[config.mk]
export PLATFORM = sky130hd
export DESIGN_NAME = external_link_scheduler
export DESIGN_NICKNAME = d
export VERILOG_FILES = /design/src/rtl/external_link_scheduler_pkg.sv /design/src/rtl/external_link_scheduler_rr_arbiter.sv /design/src/rtl/external_link_scheduler.sv
export SDC_FILE = /design/constraint.sdc
export NUM_CORES = 1
export LEC_CHECK = 0
export CAP_MARGIN = 0
export CORE_ASPECT_RATIO = 0.6
export CORE_UTILIZATION = 43
export DETAILED_ROUTE_END_ITERATION = 12
export PLACE_DENSITY = 0.77
export REMOVE_ABC_BUFFERS = 1
export SLEW_MARGIN = 10
export SYNTH_ARGS = -nofsm -noshare
export SYNTH_HDL_FRONTEND = slang
export SYNTH_SLANG_ARGS = --single-unit
[constraint.sdc]
create_clock -name clk -period 6.19 [get_ports clk]
set_clock_uncertainty 0.1 [all_clocks]
set_input_delay 1.238 -clock clk [delete_from_list [all_inputs] [get_ports clk]]
set_output_delay 1.238 -clock clk [all_outputs]
set_load 0.005 [all_outputs]
[src/rtl/external_link_scheduler_pkg.sv]
// Shared decoder-stage encoding and scheduler-local types for the external link scheduler.
package external_link_scheduler_pkg;

    localparam int unsigned STAGE_WIDTH = 3;

    localparam logic [STAGE_WIDTH-1:0] STAGE_IDLE                = 3'd0;
    localparam logic [STAGE_WIDTH-1:0] STAGE_MEASUREMENT_LOADING = 3'd1;
    localparam logic [STAGE_WIDTH-1:0] STAGE_MEASUREMENT_SENDING = 3'd2;
    localparam logic [STAGE_WIDTH-1:0] STAGE_GROWTH              = 3'd3;
    localparam logic [STAGE_WIDTH-1:0] STAGE_MERGE               = 3'd4;
    localparam logic [STAGE_WIDTH-1:0] STAGE_PEELING             = 3'd5;
    localparam logic [STAGE_WIDTH-1:0] STAGE_RESULT_VALID        = 3'd6;

    typedef enum logic {
        SLOT_EMPTY = 1'b0,
        SLOT_FULL  = 1'b1
    } slot_state_t;

endpackage

[src/rtl/external_link_scheduler_rr_arbiter.sv]
// Round-robin arbiter: one-hot grant to the first requester at or after ptr_i, wrapping.
module rr_arbiter #(
    parameter int unsigned NUM_LINKS = 8,
    parameter int unsigned IDX_W     = (NUM_LINKS > 1) ? $clog2(NUM_LINKS) : 1
) (
    input  logic [NUM_LINKS-1:0] req_i,
    input  logic [IDX_W-1:0]     ptr_i,
    output logic [NUM_LINKS-1:0] grant_o,
    output logic [IDX_W-1:0]     grant_idx_o,
    output logic                 grant_valid_o
);

    localparam int unsigned SEL_W = (NUM_LINKS > 1) ? $clog2(NUM_LINKS) : 1;

    int unsigned        idx;
    logic [SEL_W-1:0]   sel;

    always_comb begin
        grant_o       = '0;
        grant_idx_o   = '0;
        grant_valid_o = 1'b0;
        idx           = 0;
        sel           = '0;
        for (int unsigned i = 0; i < NUM_LINKS; i++) begin
            idx = 32'(ptr_i) + i;
            if (idx >= NUM_LINKS) begin
                idx = idx - NUM_LINKS;
            end
            sel = SEL_W'(idx);
            if (!grant_valid_o && req_i[sel]) begin
                grant_valid_o = 1'b1;
                grant_o[sel]  = 1'b1;
                grant_idx_o   = IDX_W'(idx);
            end
        end
    end

endmodule

[src/rtl/external_link_scheduler.sv]
// Multiplexes NUM_LINKS link FIFOs onto one tagged inter-FPGA channel and
// demultiplexes the inbound channel back to per-link strobes.
module external_link_scheduler
    import external_link_scheduler_pkg::*;
#(
    parameter int unsigned NUM_LINKS      = 8,
    parameter int unsigned FIFO_DATA_SIZE = 10,
    parameter int unsigned IDX_W          = (NUM_LINKS > 1) ? $clog2(NUM_LINKS) : 1
) (
    input  logic                                clk,
    input  logic                                reset,
    input  logic [STAGE_WIDTH-1:0]              global_stage,
    input  logic [NUM_LINKS*FIFO_DATA_SIZE-1:0] link_out_data,
    input  logic [NUM_LINKS-1:0]                link_out_valid,
    output logic [NUM_LINKS-1:0]                link_out_ready,
    output logic [NUM_LINKS*FIFO_DATA_SIZE-1:0] link_in_data,
    output logic [NUM_LINKS-1:0]                link_in_valid,
    output logic [IDX_W+FIFO_DATA_SIZE-1:0]     chan_out_data,
    output logic                                chan_out_valid,
    input  logic                                chan_out_ready,
    input  logic [IDX_W+FIFO_DATA_SIZE-1:0]     chan_in_data,
    input  logic                                chan_in_valid,
    output logic                                chan_in_ready,
    output logic                                busy,
    output logic [15:0]                         msg_count,
    output logic                                bad_index
);

    localparam int unsigned CW = IDX_W + FIFO_DATA_SIZE;

    logic [STAGE_WIDTH-1:0]              stage_q;
    logic                                stage_entry;

    slot_state_t                         slot_q, slot_d;
    logic                                accept, take, drain;

    logic [NUM_LINKS-1:0]                grant;
    logic [IDX_W-1:0]                    grant_idx;
    logic                                grant_valid;
    logic [FIFO_DATA_SIZE-1:0]           grant_pay;

    logic [CW-1:0]                       chan_out_data_q, chan_out_data_d;
    logic [IDX_W-1:0]                    rr_ptr_q, rr_ptr_d;
    logic [15:0]                         msg_count_q, msg_count_d;

    logic [IDX_W-1:0]                    in_idx;
    logic [FIFO_DATA_SIZE-1:0]           in_pay;
    logic                                in_ok;
    logic [NUM_LINKS-1:0]                link_in_valid_q, link_in_valid_d;
    logic [NUM_LINKS*FIFO_DATA_SIZE-1:0] link_in_data_q, link_in_data_d;
    logic                                bad_index_q, bad_index_d;

    // First cycle of measurement loading flushes the outbound path.
    assign stage_entry = (global_stage == STAGE_MEASUREMENT_LOADING) &&
                         (stage_q != STAGE_MEASUREMENT_LOADING);

    rr_arbiter #(
        .NUM_LINKS (NUM_LINKS),
        .IDX_W     (IDX_W)
    ) u_rr_arbiter (
        .req_i         (link_out_valid),
        .ptr_i         (rr_ptr_q),
        .grant_o       (grant),
        .grant_idx_o   (grant_idx),
        .grant_valid_o (grant_valid)
    );

    always_ff @(posedge clk) begin
        if (reset) begin
            slot_q <= SLOT_EMPTY;
        end else begin
            slot_q <= slot_d;
        end
    end

    always_comb begin
        drain  = (slot_q == SLOT_FULL) && chan_out_ready;
        accept = !reset && !stage_entry && ((slot_q == SLOT_EMPTY) || chan_out_ready);
        take   = accept && grant_valid;
        slot_d = slot_q;
        if (stage_entry) begin
            slot_d = SLOT_EMPTY;
        end else if (take) begin
            slot_d = SLOT_FULL;
        end else if (drain) begin
            slot_d = SLOT_EMPTY;
        end
    end

    always_comb begin
        chan_out_valid = (slot_q == SLOT_FULL);
        link_out_ready = accept ? grant : '0;
    end

    always_comb begin
        grant_pay = '0;
        for (int unsigned i = 0; i < NUM_LINKS; i++) begin
            if (grant[i]) begin
                grant_pay = link_out_data[i*FIFO_DATA_SIZE +: FIFO_DATA_SIZE];
            end
        end
    end

    always_comb begin
        chan_out_data_d = chan_out_data_q;
        rr_ptr_d        = rr_ptr_q;
        msg_count_d     = msg_count_q;
        if (stage_entry) begin
            chan_out_data_d = '0;
            rr_ptr_d        = '0;
            msg_count_d     = '0;
        end else begin
            if (take) begin
                chan_out_data_d = {grant_idx, grant_pay};
                rr_ptr_d = (32'(grant_idx) == NUM_LINKS - 1) ? '0 : grant_idx + IDX_W'(1);
            end
            if (drain && (msg_count_q != '1)) begin
                msg_count_d = msg_count_q + 16'd1;
            end
        end
    end

    assign in_idx = chan_in_data[CW-1 -: IDX_W];
    assign in_pay = chan_in_data[FIFO_DATA_SIZE-1:0];
    assign in_ok  = chan_in_valid && (32'(in_idx) < NUM_LINKS);

    always_comb begin
        link_in_valid_d = '0;
        link_in_data_d  = link_in_data_q;
        bad_index_d     = bad_index_q || (chan_in_valid && !in_ok);
        for (int unsigned i = 0; i < NUM_LINKS; i++) begin
            if (in_ok && (32'(in_idx) == i)) begin
                link_in_valid_d[i] = 1'b1;
                link_in_data_d[i*FIFO_DATA_SIZE +: FIFO_DATA_SIZE] = in_pay;
            end
        end
    end

    always_ff @(posedge clk) begin
        if (reset) begin
            stage_q         <= STAGE_IDLE;
            chan_out_data_q <= '0;
            rr_ptr_q        <= '0;
            msg_count_q     <= '0;
            link_in_valid_q <= '0;
            link_in_data_q  <= '0;
            bad_index_q     <= 1'b0;
        end else begin
            stage_q         <= global_stage;
            chan_out_data_q <= chan_out_data_d;
            rr_ptr_q        <= rr_ptr_d;
            msg_count_q     <= msg_count_d;
            link_in_valid_q <= link_in_valid_d;
            link_in_data_q  <= link_in_data_d;
            bad_index_q     <= bad_index_d;
        end
    end

    assign chan_out_data = chan_out_data_q;
    assign msg_count     = msg_count_q;
    assign link_in_valid = link_in_valid_q;
    assign link_in_data  = link_in_data_q;
    assign bad_index     = bad_index_q;
    assign chan_in_ready = 1'b1;
    assign busy          = chan_out_valid || (|link_out_valid);

endmodule

==> qor.tcl, run 1 <==
set qor(outcome) {complete, no violations}
set qor(slew_headroom_pct) 22.1
set qor(rrSetupSlack_ps) 1630
set qor(synthesis.area_per_instance_sq_um) 8.03
set qor(ir_worst_vdd_mv) 0.253
set qor(finalCritPeriodShare_pct) 96.8
set qor(routed_wirelength_um) 26600
set qor(tritoncts) {built}
set qor(worst_slew_pin_slew_ps) 1160
set qor(worst_skew_pair.late_latency_ps) 410
set qor(ant_nets) 0
set qor(cts_inserted_buffers) 17
set qor(nFillCells) 1312
set qor(grt_pass1_vias) 6812
set qor(final-seq-area_sq_um) 2480
set qor(rows) 35
set qor(cts_setup_buffers) 0
set qor(synth_enable_flop_cells) 0
set qor(die_footprint_sq_um) 16200
set qor(chipWidth_um) 164
set qor(type_of_origin_of_the_critical_path) {input port}
set qor(ys.flop_type) {dfxtp_1}
set qor(post_cts_resize_count) 0
set qor(ys_async_sr_fraction_pct) 0
set qor(synth_warnings) 0
set qor(via_per_inst) 5.78
set qor(drt_first_iter_violations) 725
set qor(wl_per_cell_um) 21.0
set qor(floorplan.die.height_um) 99.1
set qor(timing.hold.worst.class) {reg -> reg}
set qor(power.leakage_nw) 3.43
set qor(grt_antenna_before_repair) 0
set qor(post_synth_inst_count) 842
set qor(clk_pin_slew_ps) 60
set qor(port_buffers) 234
set qor(start_util_pct) 44.0
set qor(holdBufCountCts) 0
set qor(worst_setup_path_class) {in -> out}
set qor(rsz0062_at_grt) {no}
set qor(multiInputGateArea_sq_um) 3960
set qor(timing.final.hold_violations) 0
set qor(mappedNetlistArea_sq_um) 6760
set qor(remaining_drc_errors) 0
set qor(yosys_register_bits) 124
set qor(dp_hpwl_um) 19300
set qor(max_freq_mhz) 167
set qor(finalSetupViolations) 0
set qor(routabilityCongestion) 0.981
set qor(ys_seq_area_share_pct) 36.7
set qor(global_route.overflow_total) 0
set qor(synth_top_area_cell) {dfxtp_1}
set qor(drv_slew) 0
set qor(total_power_mw) 3.70
set qor(htree_levels) 4
set qor(layout-drive-gt1-share_pct) 8.72
set qor(area_share_of_the_leading_cell_type_in_the_synthesized_netlist_pct) 36.7
set qor(final_core_util_pct) 63.9
set qor(required_ps) 4850
set qor(post_synth_cell_types) 79
set qor(synth.top_cells.by_area) {dfxtp_1, nand2_1, a21oi_1}
set qor(io_pins) 237
set qor(floorplan_core_area_sq_um) 15400
set qor(largest_net_degree_at_the_start_of_global_routing) 93
set qor(critPathArrivalTime_ps) 4650
set qor(num_antenna_cells) 0
set qor(critical_path.max_fanout) 11
set qor(cts_num_sinks) 124
set qor(vias) 7330
set qor(post-route-min-period_ps) 5990
set qor(global_route_wire_length_before_repair_um) 39000
set qor(first_drt_pass_iteration_count) 5
set qor(grt_usage_pct) 31.9
set qor(flow.area_growth_from_synthesis_pct) 45.2
set qor(cts_root_buffer) {clkbuf_16}
set qor(p_per_area_nw_per_um2) 376
set qor(worst_setup_path_end_kind) {output pin}
set qor(timing.max_cap.violations) 0
set qor(clockBufferDepth) 2
set qor(fin_nets) 1170
set qor(final_sum_of_negative_setup_slack_ps) 0
-- path summary, 6_finish.rpt --
kind                                                    start                             to  cells after the start
worst max-delay path                        link_out_valid[1]              link_out_ready[4]                     10
worst min-delay path            link_in_data[56]$_SDFFE_PP0P_  link_in_data[56]$_SDFFE_PP0P_                      2
worst max register to register       rr_ptr_q[1]$_SDFFE_PP0P_       rr_ptr_q[0]$_SDFFE_PP0P_                     15
worst min register to register  link_in_data[56]$_SDFFE_PP0P_  link_in_data[56]$_SDFFE_PP0P_                      2
-- metrics by stage --
| step | instance area [sq um] | cells | setup WS (ps) | hold WS [ps] |
|---|---|---|---|---|
| 6_report | 9820 | 1269 | 198 | 352 |
| 5_1_grt | 9820 | 1269 | 55.6 | 365 |
| 4_1_cts | 9820 | 1269 | 236 | 354 |
| 3_5_place_dp | 9240 | 1237 | 228 | 345 |
| 3_3_place_gp | 9240 | 1237 | 273 | 340 |
| 2_1_floorplan | 6470 | 776 | -289 | 347 |
-- placed cells by master (no fill, tap or decap), types with 13 or more instances in the layout --
cell type          n
nand3_1           25
a21oi_1           94
clkbuf_16         17
nand4_1           13
o21ai_0           13
mux4_2            14
nand2_1          195
clkdlybuf4s50_1  233
dfxtp_1          124
buf_4             24
nor2_1            71
-- synth_stat cells, types with 12 or more instances --
library cell,instances
nand2_1,195
xor2_1,12
buf_1,12
nor2_1,71
dfxtp_1,124
nor2b_1,12
clkbuf_1,36
nand4_1,13
buf_2,12
mux4_2,14
o21ai_0,13
a21oi_1,94
mux2i_1,12
nand2b_1,12
nand3_1,25
-- cells by family after synthesis --
group / synth area share, %
AO/OA/AOI/OAI: 22.1
adder cells (fa/ha/maj): 1.67
other: 0.111
buffers and inverters: 4.77
flip-flops: 36.7
XOR/XNOR: 2.31
multiplexers: 7.60
AND/OR/NAND/NOR: 24.7
-- area by class of cell --
| cell class | count | area share [%] |
|---|---|---|
| Tap cell | 203 | 2.59 |
| Inverter | 8 | 0.306 |
| Clock buffer | 17 | 4.33 |
| Timing Repair Buffer | 258 | 25.6 |
| Sequential cell | 124 | 25.3 |
| Clock inverter | 15 | 1.55 |
| Multi-Input combinational cell | 644 | 40.3 |
-- registers in the layout, indices dropped and copies added (netlist names) --
| name | cells |
|---|---|
| link_in_data | 80 |
| chan_out_data | 13 |
| link_in_valid | 8 |
| msg_count | 16 |
| stage_q | 3 |
| chan_out_valid | 1 |
| rr_ptr_q | 3 |
-- layer usage --
metal	track usage [%]	vias to the layer above	share of wire [%]
met1	46.1	3437	46
met2	44.0	397	41
met3	9.72	50	10
met4	12.2	0	2.5
li1	-	3446	-
met5	0	-	0
-- worst max-delay path, stage by stage --
cell and delay (ps):
clkdlybuf4s50_1 610, mux2_2 390, o22a_1 350, a21boi_2 400, nand4_1 310, o32ai_1 350, nand2_1 170, and2_1 240
nor2_1 80, clkdlybuf4s50_1 520
-- where the power goes --
part	internal, mW	switching (mW)
Combinational	0.756	1.08
Sequential	0.852	0.0314
Clock	0.567	0.412
Power figures use the tool's default switching activity.
==> run 2: changes to the inputs <==
--- a/config.mk
+++ b/config.mk
@@ -5,10 +5,10 @@
 export SDC_FILE = /design/constraint.sdc
 export NUM_CORES = 1
 export LEC_CHECK = 0
-export CAP_MARGIN = 0
 export CORE_ASPECT_RATIO = 0.6
 export CORE_UTILIZATION = 43
 export DETAILED_ROUTE_END_ITERATION = 12
+export GPL_TIMING_DRIVEN = 0
 export PLACE_DENSITY = 0.77
 export REMOVE_ABC_BUFFERS = 1
 export SLEW_MARGIN = 10
==> run 2 against run 1 <==
Against the previous run: sequential share of layout area grew 0.10 points; clock power shrank 2.3%; count of clock-buffer cells in the layout is the same; register-to-register slack lost 90 ps; largest cell class unchanged; via count shrank 1.6%; critical path depth shrank 2.
==> qor.tcl, run 2 (synthesized netlist as in run 1, its figures left out) <==
set qor(worst_skew_pair.late_latency_ps) 410
set qor(setup_slack_ps) 56.0
set qor(start_util_pct) 44.0
set qor(chipWidth_um) 164
set qor(dp_hpwl_um) 17500
set qor(finalSetupViolations) 0
set qor(slew_headroom_pct) 21.6
set qor(drv_slew) 0
set qor(grt_pass1_vias) 6465
set qor(max_freq_mhz) 163
set qor(die_footprint_sq_um) 16200
set qor(floorplan.die.height_um) 99.1
set qor(whs_path_depth) 2
set qor(finalCritPeriodShare_pct) 99.1
set qor(timing.final.hold_violations) 0
set qor(global_route_wire_length_before_repair_um) 36400
set qor(grt_antenna_before_repair) 0
set qor(power.switching_mw) 1.48
set qor(cts_inserted_buffers) 17
set qor(cts_num_sinks) 124
set qor(port_buffers) 234
set qor(grt_usage_pct) 29.5
set qor(wl_per_cell_um) 19.5
set qor(final_core_util_pct) 63.8
set qor(worst_setup_path_end_kind) {output pin}
set qor(post-route-min-period_ps) 6130
set qor(cts_root_buffer) {clkbuf_16}
set qor(timing.max_cap.violations) 0
set qor(outcome) {complete, no violations}
set qor(ir_worst_vdd_mv) 0.186
set qor(met2_wirelength_um) 10200
set qor(mostFrequentLayoutCell) {clkdlybuf4s50_1}
set qor(nFillCells) 1273
set qor(detailroute.wirelength.met3_um) 2640
set qor(layout-drive-gt1-share_pct) 8.37
set qor(post-place-ws_ps) -941
set qor(critPathArrivalTime_ps) 4800
set qor(floorplan_core_area_sq_um) 15400
set qor(first_drt_pass_iteration_count) 5
set qor(netSwitchingFraction_pct) 41.1
set qor(tritoncts) {built}
set qor(num_antenna_cells) 0
set qor(routed.top_layer) {met4}
set qor(power.leakage_nw) 3.39
set qor(rsz0062_at_grt) {yes}
set qor(pwr-share-clk_pct) 26.6
set qor(largest_net_degree_at_the_start_of_global_routing) 82
set qor(rows) 35
set qor(global_route.overflow_total) 0
set qor(power.share.combinational_pct) 47.8
set qor(power.sequential.fraction_pct) 25.6
set qor(clockBufferDepth) 2
set qor(remaining_drc_errors) 0
set qor(most-common-layout-cells) {clkdlybuf4s50_1, nand2_1, dfxtp_1, a21oi_1, nor2_1}
set qor(flow.area_growth_from_synthesis_pct) 45.0
set qor(drt_first_iter_violations) 603
set qor(detail_route.wirelength.met1_um) 10900
set qor(internal_power_mw) 2.12
set qor(io_pins) 237
set qor(clk_pin_slew_ps) 50
set qor(worst-r2r-cell-count) 14
set qor(instances_no_fill) 1254
set qor(type_of_origin_of_the_critical_path) {input port}
set qor(vias) 7210
set qor(total_power_mw) 3.60
set qor(required_ps) 4850
set qor(htree_levels) 4
set qor(worst_setup_path_class) {in -> out}
set qor(routabilityCongestion) 0.967
set qor(worst_slew_pin_slew_ps) 1170
set qor(fin_nets) 1155
set qor(dpl.cell_count) 1216
set qor(p_per_area_nw_per_um2) 367
set qor(via_per_inst) 5.75
set qor(ant_nets) 0
set qor(largest_reg_flops) 80
set qor(routed_wirelength_um) 24400
set qor(timing.hold.worst.class) {reg -> reg}
set qor(critical_path.max_fanout) 11
## run 2: cell types whose count changed in the layout (fill, tap and decap cells not counted), moves of 2 or more
cell,previous run,this run
o221ai_4,0,2
dfxtp_2,0,2
dfxtp_1,124,121
buf_4,24,8
dlygate4sd2_1,0,5
o221ai_2,2,0
clkdlybuf4s50_1,233,228
inv_8,2,4
## run 2: area by class of cell
cell class | count | area (sq um) | share of cell area [%]
flip-flops and latches | 124 | 2490 | 25.4
repair buffers | 243 | 2430 | 24.8
clock buffers | 17 | 425 | 4.34
well taps | 203 | 254 | 2.59
clock inverters | 15 | 148 | 1.51
multi-input cells | 644 | 4020 | 41.0
inverters | 8 | 35.0 | 0.357
## run 2: worst paths after layout
kind	start	to	slack, ps
hold reg to reg	link_in_data[13]$_SDFFE_PP0P_	link_in_data[13]$_SDFFE_PP0P_	350
setup reg to reg	rr_ptr_q[1]$_SDFFE_PP0P_	rr_ptr_q[2]$_SDFFE_PP0P_	1540
hold / removal	link_in_data[13]$_SDFFE_PP0P_	link_in_data[13]$_SDFFE_PP0P_	350
setup / recovery	link_out_valid[6]	link_out_ready[7]	60
## run 2: critical path, cell delays in order
cell             delay (ps)
clkdlybuf4s50_1         580
mux2_1                  380
o22a_1                  300
a21boi_2                390
nand4_1                 330
o2111ai_1               390
nor2b_2                 550
clkdlybuf4s50_1         620
## run 2: through the flow
stage	instance area (sq um)	TNS (ps)	hold slack (ps)
2_1_floorplan	6470	-955	347
3_3_place_gp	9070	-32890	340
3_5_place_dp	9120	-4520	346
4_1_cts	9760	0	355
5_1_grt	9800	-102	370
6_report	9800	0	351
## run 2: layer usage
layer	track usage [%]	vias up
li1	-	3408
met1	41.7	3335
met2	43.0	418
met3	6.88	49
met4	12.6	0
met5	0	-
## run 2: power by group through the flow
stage          clock [mW]  combinational (mW)  sequential [mW]
2_1_floorplan           0                1.02            0.934
3_3_place_gp            0                1.57            0.951
3_5_place_dp            0                1.60            0.933
4_1_cts             0.971                1.65            0.921
5_1_grt              1.01                1.83            0.931
6_report            0.956                1.72            0.922
## run 2: what timing repair did
item / CTS / global route
gates resized for setup: 18 / 2
setup buffers: 1 / 5
hold buffers: 0 / 0
pin swaps: 3 / 2
setup endpoints to repair: 8 / 5
==> run 3: changes to the inputs <==
--- a/config.mk
+++ b/config.mk
@@ -6,10 +6,11 @@
 export NUM_CORES = 1
 export LEC_CHECK = 0
 export CORE_ASPECT_RATIO = 0.6
-export CORE_UTILIZATION = 43
+export CORE_UTILIZATION = 47
+export CTS_BUF_LIST = sky130_fd_sc_hd__clkbuf_4 sky130_fd_sc_hd__clkbuf_8
 export DETAILED_ROUTE_END_ITERATION = 12
 export GPL_TIMING_DRIVEN = 0
-export PLACE_DENSITY = 0.77
+export PLACE_DENSITY = 0.83
 export REMOVE_ABC_BUFFERS = 1
 export SLEW_MARGIN = 10
 export SYNTH_ARGS = -nofsm -noshare
==> run 3 against run 2 <==
Against the previous run: the run now ends with setup timing left; sequential power fell by 0.5%; wire length increased by 1.5%; global-route usage grew 3.0 points; first-iteration DRC count rose by 25%; critical path type unchanged; largest cell class unchanged; combinational power up 5%; count of clock-buffer cells in the layout stayed put; flip-flop and latch count unchanged; via count up 2.8%.
==> qor.tcl, run 3 (synthesized netlist as in run 1, its figures left out) <==
set qor(layout-drive-gt1-share_pct) 8.64
set qor(outcome) {complete, but fails checks}
set qor(finalCritPeriodShare_pct) 100
set qor(critPathArrivalTime_ps) 4860
set qor(floorplan.die.height_um) 94.9
set qor(routed_wirelength_um) 24800
set qor(detailed_place.area_sq_um) 9100
set qor(finalSetupViolations) 1
set qor(rows) 33
set qor(grt_antenna_before_repair) 0
set qor(timing.final.hold_violations) 0
set qor(required_ps) 4850
set qor(violations_in_the_final_reports) {setup timing}
set qor(grt_usage_pct) 32.5
set qor(drv_slew) 0
set qor(timing.hold.worst.class) {reg -> reg}
set qor(internal_power_mw) 1.95
set qor(power.sequential.fraction_pct) 26.6
set qor(wl_per_cell_um) 19.9
set qor(clk_pin_slew_ps) 80
set qor(floorplan_core_area_sq_um) 13800
set qor(dp_hpwl_um) 17700
set qor(flow.area_growth_from_synthesis_pct) 42.9
set qor(cts_inserted_buffers) 17
set qor(die_footprint_sq_um) 14900
set qor(tritoncts) {built}
set qor(chipWidth_um) 157
set qor(worst_setup_path_class) {in -> out}
set qor(largest_reg_flops) 80
set qor(clockBufferDepth) 2
set qor(ant_nets) 0
set qor(cts_root_buffer) {clkbuf_8}
set qor(nFillCells) 1092
set qor(fin_nets) 1157
set qor(type_of_origin_of_the_critical_path) {input port}
set qor(global_route.overflow_total) 0
set qor(ir_worst_vdd_mv) 0.181
set qor(max_freq_mhz) 161
set qor(port_buffers) 234
set qor(most-common-layout-cells) {clkdlybuf4s50_1, nand2_1, dfxtp_1, a21oi_1, nor2_1}
set qor(pwr-share-clk_pct) 21.4
set qor(p_per_area_nw_per_um2) 357
set qor(critical_path.max_fanout) 13
set qor(instances_no_fill) 1245
set qor(post-place-ws_ps) -897
set qor(first_drt_pass_iteration_count) 6
set qor(vias) 7412
set qor(routabilityCongestion) 0.971
set qor(cts_num_sinks) 124
set qor(path_common_cell) {clkdlybuf4s50_1}
set qor(setup_slack_ps) -5.66
set qor(worst_skew_pair.late_latency_ps) 430
set qor(io_pins) 237
set qor(largest_net_degree_at_the_start_of_global_routing) 84
set qor(global_route_wire_length_before_repair_um) 36500
set qor(total_power_mw) 3.45
set qor(htree_levels) 4
set qor(cp_slowest_stage_delay_ps) 610
set qor(drt_first_iter_violations) 756
set qor(power.switching_mw) 1.50
set qor(remaining_drc_errors) 0
set qor(final_design_area_no_fill_sq_um) 9670
set qor(grt_pass1_vias) 6686
set qor(worst_setup_path_end_kind) {output pin}
set qor(via_per_inst) 5.95
set qor(netSwitchingFraction_pct) 43.5
set qor(post-route-min-period_ps) 6200
set qor(start_util_pct) 48.9
set qor(mostFrequentLayoutCell) {clkdlybuf4s50_1}
set qor(timing.max_cap.violations) 0
set qor(critPathSlowestCell) {clkdlybuf4s50_1}
set qor(final_sum_of_negative_setup_slack_ps) -5.66
set qor(power.share.combinational_pct) 52.0
set qor(slew_headroom_pct) 20.4
set qor(power.leakage_nw) 3.32
set qor(worst_slew_pin_slew_ps) 1180
set qor(num_antenna_cells) 0
set qor(crit_path_cell_trace) {clkdlybuf4s50_1 > mux4_2 > mux2_2 > a211oi_4 > or3b_1 > a21oi_1 > o21ai_4 > nor2_1 > clkdlybuf4s50_1}
set qor(dpl.cell_count) 1204
## run 3: path summary, 6_finish.rpt
kind                                                     from                            end  slack [ps]  depth (start not counted)
worst max-delay path                        link_out_valid[4]              link_out_ready[3]          -6                          9
worst min-delay path            link_in_data[12]$_SDFFE_PP0P_  link_in_data[12]$_SDFFE_PP0P_         350                          2
worst max register to register       rr_ptr_q[1]$_SDFFE_PP0P_  chan_out_data[7]$_SDFFE_PP0P_        1560                         13
worst min register to register  link_in_data[12]$_SDFFE_PP0P_  link_in_data[12]$_SDFFE_PP0P_         350                          2
## run 3: cell type report
type	count	area (sq um)	share of cell area, %
clock inverter	15	169	1.75
tap	192	240	2.49
clock buffer	17	234	2.42
sequential	124	2490	25.7
multi-input combinational	644	4050	41.9
timing repair buffer	245	2450	25.4
inverter	8	32.5	0.337
## run 3: metrics by stage
step	hold slack, ps	utilization [%]
2_1_floorplan	347	-
3_3_place_gp	341	65.4
3_5_place_dp	345	65.8
4_1_cts	357	69.3
5_1_grt	375	69.9
6_report	353	69.9
## run 3: power groups by stage
stage | logic, mW | clock network [mW] | registers [mW]
after detailed placement | 1.61 | 0 | 0.930
after global routing | 1.89 | 0.786 | 0.926
final | 1.80 | 0.740 | 0.917
after floorplan | 1.02 | 0 | 0.934
after CTS | 1.68 | 0.752 | 0.915
after global placement | 1.58 | 0 | 0.947
## run 3: timing repair
action	in CTS	in global routing
setup buffers	4	5
gates resized for setup	16	8
pin swaps	3	3
hold buffers	0	0
endpoints found under the setup margin	8	6
gates cloned	0	0
## run 3: worst max-delay path: cells and delay by family
kind | cells | cell delay (ps)
buffers and inverters | 2 | 1160
muxes | 2 | 1010
AOI/OAI and AO/OA | 3 | 850
and+or+nand+nor | 2 | 590
## run 3: per-layer routing
layer	wire [um]	track usage, %	vias up
met5	0	0	-
met4	711	11.6	0
met3	3040	11.0	66
met2	10800	50.0	457
met1	10300	42.5	3471
li1	-	-	3418
